File: src/rtl/bus_master_if_pkg.sv
// Shared bus header: word widths, transfer direction, active-low levels and
// the master FSM state encoding.
package bus_master_if_pkg;

  localparam int WORD_ADDR_W = 30;
  localparam int WORD_DATA_W = 32;
  localparam int WD_W        = 8;

  localparam logic BUS_READ  = 1'b1;
  localparam logic BUS_WRITE = 1'b0;

  localparam logic ENABLE_   = 1'b0;
  localparam logic DISABLE_  = 1'b1;

  typedef enum logic [1:0] {
    ST_IDLE   = 2'd0,
    ST_REQ    = 2'd1,
    ST_ACCESS = 2'd2
  } bus_state_e;

endpackage

File: src/rtl/bus_master_if_watchdog.sv
// Access watchdog: counts ACCESS cycles without slave ready and flags the
// cycle in which the count reaches TIMEOUT.
module bus_watchdog
  import bus_master_if_pkg::*;
#(
  parameter int TIMEOUT = 255
) (
  input  logic clk,
  input  logic rst,
  input  logic i_clr,
  input  logic i_cnt_en,
  output logic o_expire
);

  // r_cnt holds the number of earlier waiting cycles, so the current one is
  // the TIMEOUT-th when r_cnt has reached TIMEOUT-1.
  localparam logic [WD_W-1:0] LIMIT = WD_W'(TIMEOUT - 1);

  logic [WD_W-1:0] r_cnt;

  assign o_expire = i_cnt_en && (r_cnt == LIMIT);

  always_ff @(posedge clk or posedge rst) begin
    if (rst) begin
      r_cnt <= '0;
    end else if (i_clr) begin
      r_cnt <= '0;
    end else if (i_cnt_en && !o_expire) begin
      r_cnt <= r_cnt + 1'b1;
    end
  end

endmodule

File: src/rtl/bus_master_if.sv
// Bus-master interface: runs the request/grant/strobe/ready handshake for one
// CPU memory port, stalls the pipeline while busy and aborts hung accesses.
module bus_master_if
  import bus_master_if_pkg::*;
#(
  parameter int TIMEOUT = 255
) (
  input  logic                   clk,
  input  logic                   reset,
  input  logic                   cpu_as_,
  input  logic                   cpu_rw,
  input  logic [WORD_ADDR_W-1:0] cpu_addr,
  input  logic [WORD_DATA_W-1:0] cpu_wr_data,
  input  logic                   stall,
  input  logic                   flush,
  output logic [WORD_DATA_W-1:0] cpu_rd_data,
  output logic                   busy,
  output logic                   bus_err,
  output logic                   bus_req_,
  input  logic                   bus_grnt_,
  output logic [WORD_ADDR_W-1:0] bus_addr,
  output logic                   bus_as_,
  output logic                   bus_rw,
  output logic [WORD_DATA_W-1:0] bus_wr_data,
  input  logic [WORD_DATA_W-1:0] bus_rd_data,
  input  logic                   bus_rdy_
);

  bus_state_e             r_state, w_state_nxt;
  logic                   r_req_, w_req_nxt;
  logic                   r_as_, w_as_nxt;
  logic                   r_rw, w_rw_nxt;
  logic                   r_err, w_err_nxt;
  logic [WORD_ADDR_W-1:0] r_addr, w_addr_nxt;
  logic [WORD_DATA_W-1:0] r_wr_data, w_wr_data_nxt;
  logic [WORD_DATA_W-1:0] r_rd_buf, w_rd_buf_nxt;
  logic                   w_accept, w_wd_clr, w_wd_en, w_expire, w_busy, w_rd_done;

  assign w_accept  = !cpu_as_ && !stall && !flush;
  assign w_wd_en   = (r_state == ST_ACCESS) && bus_rdy_;
  assign w_rd_done = (r_state == ST_ACCESS) && !bus_rdy_ && (r_rw == BUS_READ);

  bus_watchdog #(.TIMEOUT(TIMEOUT)) u_watchdog (
    .clk      (clk),
    .rst      (reset),
    .i_clr    (w_wd_clr),
    .i_cnt_en (w_wd_en),
    .o_expire (w_expire)
  );

  always_comb begin
    w_state_nxt   = r_state;
    w_req_nxt     = r_req_;
    w_as_nxt      = DISABLE_;
    w_rw_nxt      = r_rw;
    w_err_nxt     = 1'b0;
    w_addr_nxt    = r_addr;
    w_wr_data_nxt = r_wr_data;
    w_rd_buf_nxt  = r_rd_buf;
    w_wd_clr      = 1'b0;
    w_busy        = 1'b0;
    case (r_state)
      ST_IDLE: begin
        if (w_accept) begin
          w_addr_nxt    = cpu_addr;
          w_rw_nxt      = cpu_rw;
          w_wr_data_nxt = cpu_wr_data;
          w_req_nxt     = ENABLE_;
          w_state_nxt   = ST_REQ;
          w_busy        = 1'b1;
        end
      end
      ST_REQ: begin
        // Flush wins over a same-cycle grant: nothing has reached the bus yet.
        if (flush) begin
          w_req_nxt   = DISABLE_;
          w_state_nxt = ST_IDLE;
        end else begin
          w_busy = 1'b1;
          if (bus_grnt_ == ENABLE_) begin
            w_as_nxt    = ENABLE_;
            w_wd_clr    = 1'b1;
            w_state_nxt = ST_ACCESS;
          end
        end
      end
      ST_ACCESS: begin
        if (bus_rdy_ == ENABLE_) begin
          if (r_rw == BUS_READ) w_rd_buf_nxt = bus_rd_data;
          w_req_nxt   = DISABLE_;
          w_state_nxt = ST_IDLE;
        end else if (w_expire) begin
          w_rd_buf_nxt = '0;
          w_err_nxt    = 1'b1;
          w_req_nxt    = DISABLE_;
          w_state_nxt  = ST_IDLE;
        end else begin
          w_busy = 1'b1;
        end
      end
      default: begin
        w_req_nxt   = DISABLE_;
        w_state_nxt = ST_IDLE;
      end
    endcase
  end

  always_ff @(posedge clk or posedge reset) begin
    if (reset) begin
      r_state   <= ST_IDLE;
      r_req_    <= DISABLE_;
      r_as_     <= DISABLE_;
      r_rw      <= BUS_READ;
      r_err     <= 1'b0;
      r_addr    <= '0;
      r_wr_data <= '0;
      r_rd_buf  <= '0;
    end else begin
      r_state   <= w_state_nxt;
      r_req_    <= w_req_nxt;
      r_as_     <= w_as_nxt;
      r_rw      <= w_rw_nxt;
      r_err     <= w_err_nxt;
      r_addr    <= w_addr_nxt;
      r_wr_data <= w_wr_data_nxt;
      r_rd_buf  <= w_rd_buf_nxt;
    end
  end

  assign bus_req_    = r_req_;
  assign bus_as_     = r_as_;
  assign bus_rw      = r_rw;
  assign bus_addr    = r_addr;
  assign bus_wr_data = r_wr_data;
  assign bus_err     = r_err;
  assign busy        = w_busy;
  assign cpu_rd_data = w_rd_done ? bus_rd_data : r_rd_buf;

endmodule

File: config.mk
export PLATFORM = sky130hd
export DESIGN_NAME = bus_master_if
export DESIGN_NICKNAME = d
export VERILOG_FILES = /design/src/rtl/bus_master_if_pkg.sv /design/src/rtl/bus_master_if_watchdog.sv /design/src/rtl/bus_master_if.sv
export SDC_FILE = /design/constraint.sdc
export NUM_CORES = 1
export LEC_CHECK = 0
export ABC_CLOCK_PERIOD_IN_PS = 4880
export BUFFER_PORTS_ARGS = -buffer_cell sky130_fd_sc_hd__buf_2
export CAP_MARGIN = 20
export CORE_MARGIN = 1
export CORE_UTILIZATION = 49
export CTS_BUF_LIST = sky130_fd_sc_hd__clkbuf_4 sky130_fd_sc_hd__clkbuf_8
export DETAILED_ROUTE_END_ITERATION = 10
export HOLD_SLACK_MARGIN = 0.15
export PLACE_DENSITY = 0.82
export SYNTH_ARGS = -nofsm -noshare
export SYNTH_HDL_FRONTEND = slang
export SYNTH_SLANG_ARGS = --single-unit
File: constraint.sdc
create_clock -name clk -period 4.88 [get_ports clk]
set_clock_uncertainty 0.05 [all_clocks]
set_input_delay 1.22 -clock clk [delete_from_list [all_inputs] [get_ports clk]]
set_output_delay 1.22 -clock clk [all_outputs]
set_load 0.01 [all_outputs]
==> flow_summary.yaml, run 1 <==
run_status:
  status: "completed"
sta:
  drv_slew: 0
  relSlewSlack_pct: 47.15
  max_freq_mhz: 252.8
  fin_setup_tns_ns: 0
  period_needed_ns: 3.956
  finalSetupViolCount: 0
  rsz0062_at_grt: "no"
  tightestPinTransition_ns: 0.7928
  finalCritPeriodShare_pct: 81.07
  finalHoldViolations: 0
synth:
  synth-seq-cells: 108
  synth_top_area_cell: "dfrtp_1"
  ys.flop_type: "dfrtp_1"
  synth_top_area_share_pct: 57.31
  netlist_instances: 304
  syn_area_um2: 4584
  synth_common_cells: "dfrtp_1, mux2_2, mux2_1"
  syn-num-nets: 408
  synth_most_common_cell: "dfrtp_1"
  synth.area.top_cells: "dfrtp_1, mux2_2, mux2_1, a22o_1, dfstp_2"
  synthArstFlopShare_pct: 100.0
  ys_warn_count: 0
  avgSynthCellArea_um2: 15.08
  seq_area_frac_synth_pct: 59.03
  synth.distinct_cells: 34
  synth-edff-count: 0
drt:
  wl_um: 9315
  via_per_inst: 5.218
  drt-pass1-iter-count: 4
  wl_per_cell_um: 15.15
  vias: 3209
  drc_errors: 0
  final_antenna_net_count: 0
  first_iter_violations: 65
critical_path:
  cpPeakStageDelay_ns: 0.48
  crit_path_end: "cpu_rd_data[5]"
  setup.worst_path.start_class: "input pin"
  r2r_cells: 4
  end_kind: "output port"
  r2r_slack_ns: 2.71
  r2r_end: "bus_addr[19]$_DFFE_PP0P_"
  startpoint: "bus_rdy_"
  crit_path_frequent_cell: "buf_2"
  cp.arrival_ns: 2.69
  critical_path.cell_chain: "buf_2 -> and4bb_2 -> buf_4 -> mux2_2 -> buf_2"
  cpMaxStageDelayCell: "buf_4"
  timing.rr.start: "r_state[1]$_DFFE_PP0P_"
  critPathKind: "in -> out"
  crit_fanout: 54
  critical_path_required_ns: 3.61
pwr:
  p_total_mw: 2.434
  p_seq_share_pct: 50.2
  p_clk_share_pct: 22.0
  powerDensity_nw_per_um2: 415.6
  p_sw_mw: 0.7325
  pwr-share-comb_pct: 27.8
  intPower_mw: 1.701
  swShare_pct: 30.09
  vdd_ir_drop_max_uv: 231.6
  static-leakage-power_nw: 3.003
cells_and_area:
  syn2layout_area_growth_pct: 27.76
  nets: 606
  final_util_pct: 65.87
  diodes: 0
  drive_gt1_share_pct: 57.79
placement:
  hpwl_um: 6911
  numPortBuffers: 200
  gp_congestion: 0.7741
clocking:
  root_buffer: "clkbuf_8"
  clk_pin_slew_ns: 0.11
  cts_inserted_buffers: 9
  clock_path_buffers: 2
  post_cts_resized: 0
  cts_max_level: 3
  clock_sinks: 108
  cts_tree: "done"
  cts_hold_buf: 0
  insertion_delay_ns: 0.35
  postCtsSetupBuffers: 0
floorplanning:
  die_y_um: 98.73
  die_area_um2: 9747
  core_region_area_um2: 8891
  chipWidth_um: 98.73
  io_pins: 201
  initial_utilization_pct: 51.56
  rows: 34
global_route:
  grt.busiest_layer: "met2"
  met2_usage_pct: 33.53
  grtUsageTotal_pct: 19.78
  grt_pass1_wl_um: 15320
  met1_usage_pct: 25.87
  grt_use_met3_pct: 4.255
  antenna_found_initial: 1
  grt_pass1_vias: 3153
  grt_start_max_net_pins: 90
  grt-ovfl-total: 0
flow_run:
  maxCapViolCount: 0
worst_hold_path:
  min_delay_path_depth: 1
  min_path_type: "reg -> reg"
## cells in the final DEF, fill, tap and decap left out, drive strengths merged, types with 2 or more instances in the layout
master / count
dfrtp: 105
nand2: 4
a21oi: 3
o211ai: 2
buf: 206
clkbuf: 11
dfstp: 3
nor4b: 2
xnor2: 3
nand3: 5
clkinv: 2
inv: 8
o31ai: 2
nor2: 6
ha: 2
mux2: 95
a22o: 32
o21ai: 2
## registers in the layout (all words and copies together), names as in the netlist
name,cells
bus_addr,30
r_state,2
u_watchdog.r_cnt,8
bus_wr_data,32
bus_req_,1
r_rd_buf,32
bus_rw,1
bus_err,1
bus_as_,1
## logic make-up after synthesis
logic type,Yosys count,share of synthesized area [%]
buffers and inverters,24,3.548
XOR/XNOR,3,0.5732
multiplexers,95,23.34
AND/OR/NAND/NOR,24,4.040
flip-flops,108,59.03
adder cells (fa/ha/maj),2,0.5458
AO/OA/AOI/OAI,48,8.925
## metrics by stage
| stage | hold slack, ns | area [µm²] | setup slack [ns] | std cells |
|---|---|---|---|---|
| 2_1_floorplan | 0.4120 | 4584 | 0.7694 | 304 |
| 3_3_place_gp | 0.4116 | 5612 | 0.9632 | 597 |
| 3_5_place_dp | 0.4214 | 5612 | 0.9154 | 597 |
| 4_1_cts | 0.4460 | 5814 | 0.9165 | 613 |
| 5_1_grt | 0.4525 | 5857 | 0.8482 | 615 |
| 6_report | 0.4385 | 5857 | 0.9237 | 615 |
## worst min-delay path by stage
| stage | to | from |
|---|---|---|
| detailed placement | bus_addr[26]$_DFFE_PP0P_ | bus_addr[26]$_DFFE_PP0P_ |
| floorplan | r_rd_buf[30]$_DFFE_PP0P_ | r_rd_buf[30]$_DFFE_PP0P_ |
| CTS | bus_addr[26]$_DFFE_PP0P_ | bus_addr[26]$_DFFE_PP0P_ |
| global placement | bus_wr_data[16]$_DFFE_PP0P_ | bus_wr_data[16]$_DFFE_PP0P_ |
| global route | bus_addr[26]$_DFFE_PP0P_ | bus_addr[26]$_DFFE_PP0P_ |
| finish | bus_addr[26]$_DFFE_PP0P_ | bus_addr[26]$_DFFE_PP0P_ |
## area by class of cell
cell class                 instances  area [µm²]
multi-input combinational        172        1718
tap                              108       135.1
sequential                       108        2706
inverter                           5       21.27
timing repair buffer             206        1074
fill                             690        3034
clock inverter                     5       51.30
clock buffer                      11       151.4
## power by group through the flow
stage,clock (mW),combinational [mW],sequential (mW)
final,0.534,0.677,1.22
after global routing,0.585,0.742,1.25
after CTS,0.553,0.687,1.22
after detailed placement,0,0.687,1.24
after global placement,0,0.665,1.23
after floorplan,0,0.330,1.28
## critical path, delay by kind of cell
kind                   cells  cell delay, ns
buffers and inverters      3            0.74
multiplexers               1            0.40
AND/OR/NAND/NOR            1            0.29
## layer usage
layer,up-vias,share of wire (%)
met5,-,0.14
met4,2,1.1
met3,14,6.6
met2,133,49
met1,1544,43
li1,1516,-
No activity file was read; power rests on OpenSTA's default activity.
==> run 2, diff against run 1 <==
Settings changed: ABC_CLOCK_PERIOD_IN_PS 4880 to 3800.
Clock period 4.88 ns to 3.8 ns, I/O delays scaled along.
==> run 2 against run 1 <==
  * Global-route usage down 0.29 points
  * Count of clock-buffer cells in the layout decreased by 2
  * Critical endpoint is now cpu_rd_data[3]
  * Power grew 32%
  * Via count shrank 0.59%
  * Die area unchanged
  * Register-to-register slack got worse by 1.1 ns
  * Wire length grew 2.0%
  * Largest power group unchanged
  * First-iteration DRC count shrank 9.2%
  * Non-clock buffer count decreased by 1
  * Utilization rose by 0.056 points
  * Largest cell class unchanged
==> flow_summary.yaml, run 2 (synthesized netlist as in run 1, its figures left out) <==
critical_path:
  cp.arrival_ns: 2.22
  r2r_end: "bus_wr_data[31]$_DFFE_PP0P_"
  r2r_slack_ns: 1.63
  cpMaxStageDelayCell: "mux2_2"
  critical_path_required_ns: 2.80
  crit_path_frequent_cell: "buf_2"
  timing.rr.start: "r_state[1]$_DFFE_PP0P_"
  r2r_cells: 4
  setup.worst_path.start_class: "input pin"
  end_kind: "output port"
  cpPeakStageDelay_ns: 0.38
  startpoint: "bus_rdy_"
  crit_fanout: 65
  critical_path.cell_chain: "buf_2 -> and4bb_2 -> buf_12 -> mux2_2 -> buf_2"
  critPathKind: "in -> out"
global_route:
  antenna_found_initial: 0
  met2_usage_pct: 33.80
  grtUsageTotal_pct: 19.49
  grt_start_max_net_pins: 66
  grt_pass1_vias: 3187
  grt_use_met3_pct: 3.972
  grt.busiest_layer: "met2"
  grt_pass1_wl_um: 15080
  met1_usage_pct: 24.60
  grt-ovfl-total: 0
sta:
  tightestPinTransition_ns: 0.8107
  worst_hold_slack_ns: 0.4401
  fin_setup_tns_ns: 0
  finalHoldViolations: 0
  max_freq_mhz: 310.6
  drv_slew: 0
  finalCritPeriodShare_pct: 84.72
  relSlewSlack_pct: 45.95
  finalWorstSetupSlack_ns: 0.5806
  rsz0062_at_grt: "no"
  finalSetupViolCount: 0
  period_needed_ns: 3.219
placement:
  dp_cells: 598
  dp_slack_ns: 0.5777
  gp_congestion: 0.7855
  placed_area_um2: 5633
  hpwl_um: 7028
  numPortBuffers: 200
drt:
  via_per_inst: 5.195
  drt-pass1-iter-count: 4
  first_iter_violations: 59
  drc_errors: 0
  wl_per_cell_um: 15.47
  final_antenna_net_count: 0
  wl_um: 9498
  vias: 3190
worst_hold_path:
  min_delay_path_depth: 1
  min_from: "bus_wr_data[28]$_DFFE_PP0P_"
  min_path_type: "reg -> reg"
  min_to: "bus_wr_data[28]$_DFFE_PP0P_"
pwr:
  vdd_ir_drop_max_uv: 266.2
  powerDensity_nw_per_um2: 548.4
  p_total_mw: 3.215
  static-leakage-power_nw: 2.991
cells_and_area:
  final_cell_area_um2: 5862
  nFillCells: 698
  drive_gt1_share_pct: 57.71
  syn2layout_area_growth_pct: 27.87
  fin_cells: 614
  final_util_pct: 65.93
  final_cell_mix: "buf_2, dfrtp_1, mux2_2"
  layout.cells.most_common: "buf_2"
  nets: 605
  diodes: 0
clocking:
  clock_sinks: 108
  post_cts_resized: 0
  cts_max_level: 3
  cts_inserted_buffers: 9
  clk_pin_slew_ns: 0.09
  clock_path_buffers: 2
  root_buffer: "clkbuf_8"
  cts_hold_buf: 0
  insertion_delay_ns: 0.35
  postCtsSetupBuffers: 0
  cts_tree: "done"
floorplanning:
  die_y_um: 98.73
  core_region_area_um2: 8891
  chipWidth_um: 98.73
  die_area_um2: 9747
  rows: 34
  io_pins: 201
  initial_utilization_pct: 51.56
run_status:
  status: "completed"
flow_run:
  maxCapViolCount: 0
==> run 2: worst max-delay path by stage <==
stage,to,slack [ns],cells past startpoint
after floorplan,cpu_rd_data[10],0.91,4
after global placement,cpu_rd_data[31],0.59,5
after detailed placement,cpu_rd_data[31],0.58,5
after CTS,cpu_rd_data[31],0.58,5
after global routing,cpu_rd_data[7],0.54,5
final,cpu_rd_data[3],0.58,5
==> run 2: power by group <==
part / switching, mW / leakage [nW] / internal [mW]
combinational: 0.399 / 1.54 / 0.470
clock: 0.396 / 0.112 / 0.382
sequential: 0.147 / 1.34 / 1.42
total: 0.942 / 2.99 / 2.27
==> run 2: area by class of cell <==
cell class	count	area (µm²)	area share, %
inverter	5	22.52	0.3842
timing repair buffer	205	1051	17.93
tap	108	135.1	2.305
multi-input combinational	172	1718	29.31
clock inverter	7	105.1	1.793
clock buffer	9	123.9	2.113
sequential	108	2706	46.17
==> run 2: metal layers <==
layer	up-vias	part of all wire, %
met5	-	0
met4	0	1.3
met3	9	6.2
met2	141	48
met1	1523	44
li1	1517	-
==> run 2: worst max-delay path: cells and delay by family <==
| kind | cells | cell delay [ns] |
|---|---|---|
| multiplexers | 1 | 0.38 |
| AND/OR/NAND/NOR | 1 | 0.32 |
| buffers and inverters | 3 | 0.53 |
==> run 3, diff against run 2 <==
Settings changed: ABC_CLOCK_PERIOD_IN_PS 3800 to 2660, CORE_UTILIZATION 49 to 44, PLACE_DENSITY 0.82 to 0.78.
Clock period 3.8 ns to 2.66 ns, I/O delays scaled along.
==> run 3 against run 2 <==
  * The flow now finishes with violations (setup timing)
  * Hold slack lost 0.045 ns
  * Final cell count increased by 6.8%
  * Design area up 8.3%
  * Largest power group unchanged
  * Utilization decreased by 2.1 points
  * Die area is 11% higher
  * Power up 46%
==> flow_summary.yaml, run 3 (synthesized netlist as in run 1, its figures left out) <==
cells_and_area:
  final_cell_mix: "buf_2, dfrtp_1, mux2_2"
  syn2layout_area_growth_pct: 38.51
  final_cell_area_um2: 6350
  layout.cells.most_common: "buf_2"
  nets: 622
  final_util_pct: 63.79
  nFillCells: 734
  drive_gt1_share_pct: 59.46
  diodes: 0
drt:
  drt-pass1-iter-count: 4
  final_antenna_net_count: 0
  wl_per_cell_um: 16.69
  drc_errors: 0
  first_iter_violations: 156
  wl_um: 10950
  via_per_inst: 5.151
  vias: 3379
pwr:
  swShare_pct: 29.84
  vdd_ir_drop_max_uv: 405.5
  p_seq_share_pct: 48.0
  pwr-share-comb_pct: 32.2
  p_sw_mw: 1.397
  powerDensity_nw_per_um2: 737.2
  intPower_mw: 3.284
  p_clk_share_pct: 19.8
  p_total_mw: 4.681
  static-leakage-power_nw: 3.160
critical_path:
  startpoint: "bus_rw$_DFFE_PP1P_"
  setup.worst_path.start_class: "flop"
  cp.arrival_ns: 1.97
  critPathKind: "reg -> out"
  end_kind: "output port"
  r2r_cells: 7
  r2r_end: "r_rd_buf[17]$_DFFE_PP0P_"
  crit_fanout: 7
  critical_path_required_ns: 1.95
  timing.rr.start: "bus_rw$_DFFE_PP1P_"
  r2r_slack_ns: 0.68
placement:
  hpwl_um: 6875
  dp_slack_ns: 0.04178
  gp_congestion: 0.7524
  placed_area_um2: 5727
  numPortBuffers: 200
global_route:
  grt_start_max_net_pins: 109
  grt_pass1_vias: 3219
  antenna_found_initial: 0
  grtUsageTotal_pct: 17.94
  grt_pass1_wl_um: 15530
  grt-ovfl-total: 0
clocking:
  cts_max_level: 3
  cts_tree: "done"
  insertion_delay_ns: 0.36
  clk_pin_slew_ns: 0.10
  cts_inserted_buffers: 9
  clock_sinks: 108
  root_buffer: "clkbuf_8"
  clock_path_buffers: 2
floorplanning:
  core_region_area_um2: 9955
  chipWidth_um: 104.1
  io_pins: 201
  die_area_um2: 10830
  rows: 36
  die_y_um: 104.1
  initial_utilization_pct: 46.05
sta:
  rsz0062_at_grt: "yes"
  relSlewSlack_pct: 61.63
  max_freq_mhz: 372.0
  finalHoldViolations: 0
  finalCritPeriodShare_pct: 101.1
  drv_slew: 0
  finalWorstSetupSlack_ns: -0.02793
  tightestPinTransition_ns: 0.5756
  finalSetupViolCount: 2
  period_needed_ns: 2.688
flow_run:
  maxCapViolCount: 0
run_status:
  status: "finished, violations left"
  violations: "setup timing"
worst_hold_path:
  min_path_type: "in -> async"
[run 3: cell count changes in the layout (fill, tap and decap cells not counted), sizes merged]
cell,change
bufinv,-2
buf,+13
clkbuf,+5
clkinv,+1
[run 3: timing repair]
action / in CTS / in global routing
cloned: 1 / 5
endpoints found under the setup margin: 32 / 33
buffers inserted: 0 / 6
gates resized for setup: 2 / 50
hold buffers: 0 / 0
[run 3: stage by stage]
stage | std cells | hold slack [ns] | setup TNS [ns]
finish | 656 | 0.3952 | -0.05271
global placement | 628 | 0.4111 | 0
CTS | 645 | 0.4277 | -1.262
detailed placement | 628 | 0.4196 | 0
global route | 656 | 0.4443 | -1.184
floorplan | 304 | 0.4120 | 0
[run 3: how the worst max path moves through the flow]
stage                       to  cells past startpoint
2_1_floorplan  cpu_rd_data[10]                      4
3_3_place_gp    cpu_rd_data[5]                      5
3_5_place_dp    cpu_rd_data[5]                      5
4_1_cts         cpu_rd_data[5]                      4
5_1_grt        cpu_rd_data[26]                      4
6_report       cpu_rd_data[26]                      4
[run 3: cell type report]
| type | count | area, µm² | share of cell area [%] |
|---|---|---|---|
| inverters | 5 | 22.52 | 0.3547 |
| clock buffers | 10 | 137.6 | 2.167 |
| flip-flops and latches | 108 | 2708 | 42.64 |
| well taps | 133 | 166.4 | 2.621 |
| clock inverters | 6 | 43.79 | 0.6897 |
| multi-input cells | 172 | 1793 | 28.24 |
| repair buffers | 222 | 1479 | 23.29 |
[run 3: power by group through the flow]
| stage | Clock [mW] | Combinational [mW] | Sequential (mW) |
|---|---|---|---|
| floorplan | 0 | 0.606 | 2.35 |
| detailed placement | 0 | 1.27 | 2.26 |
| CTS | 0.968 | 1.27 | 2.24 |
| finish | 0.928 | 1.51 | 2.25 |
| global route | 1.02 | 1.62 | 2.29 |
| global placement | 0 | 1.24 | 2.25 |
[run 3: routing by layer]
layer | share of wire [%] | GRT usage [%] | routed length (µm) | up-vias
met3 | 6.2 | 3.885 | 677 | 24
met1 | 42 | 22.39 | 4612 | 1640
met5 | 0 | 0 | 0 | -
met2 | 49 | 29.86 | 5366 | 168
li1 | - | - | - | 1547
met4 | 2.7 | 8.163 | 291 | 0
[run 3: critical path, stage by stage, from the launching register on]
cell	delay [ns]
dfstp_2	0.55
and4bb_4	0.37
buf_6	0.19
mux2_2	0.35
buf_2	0.15
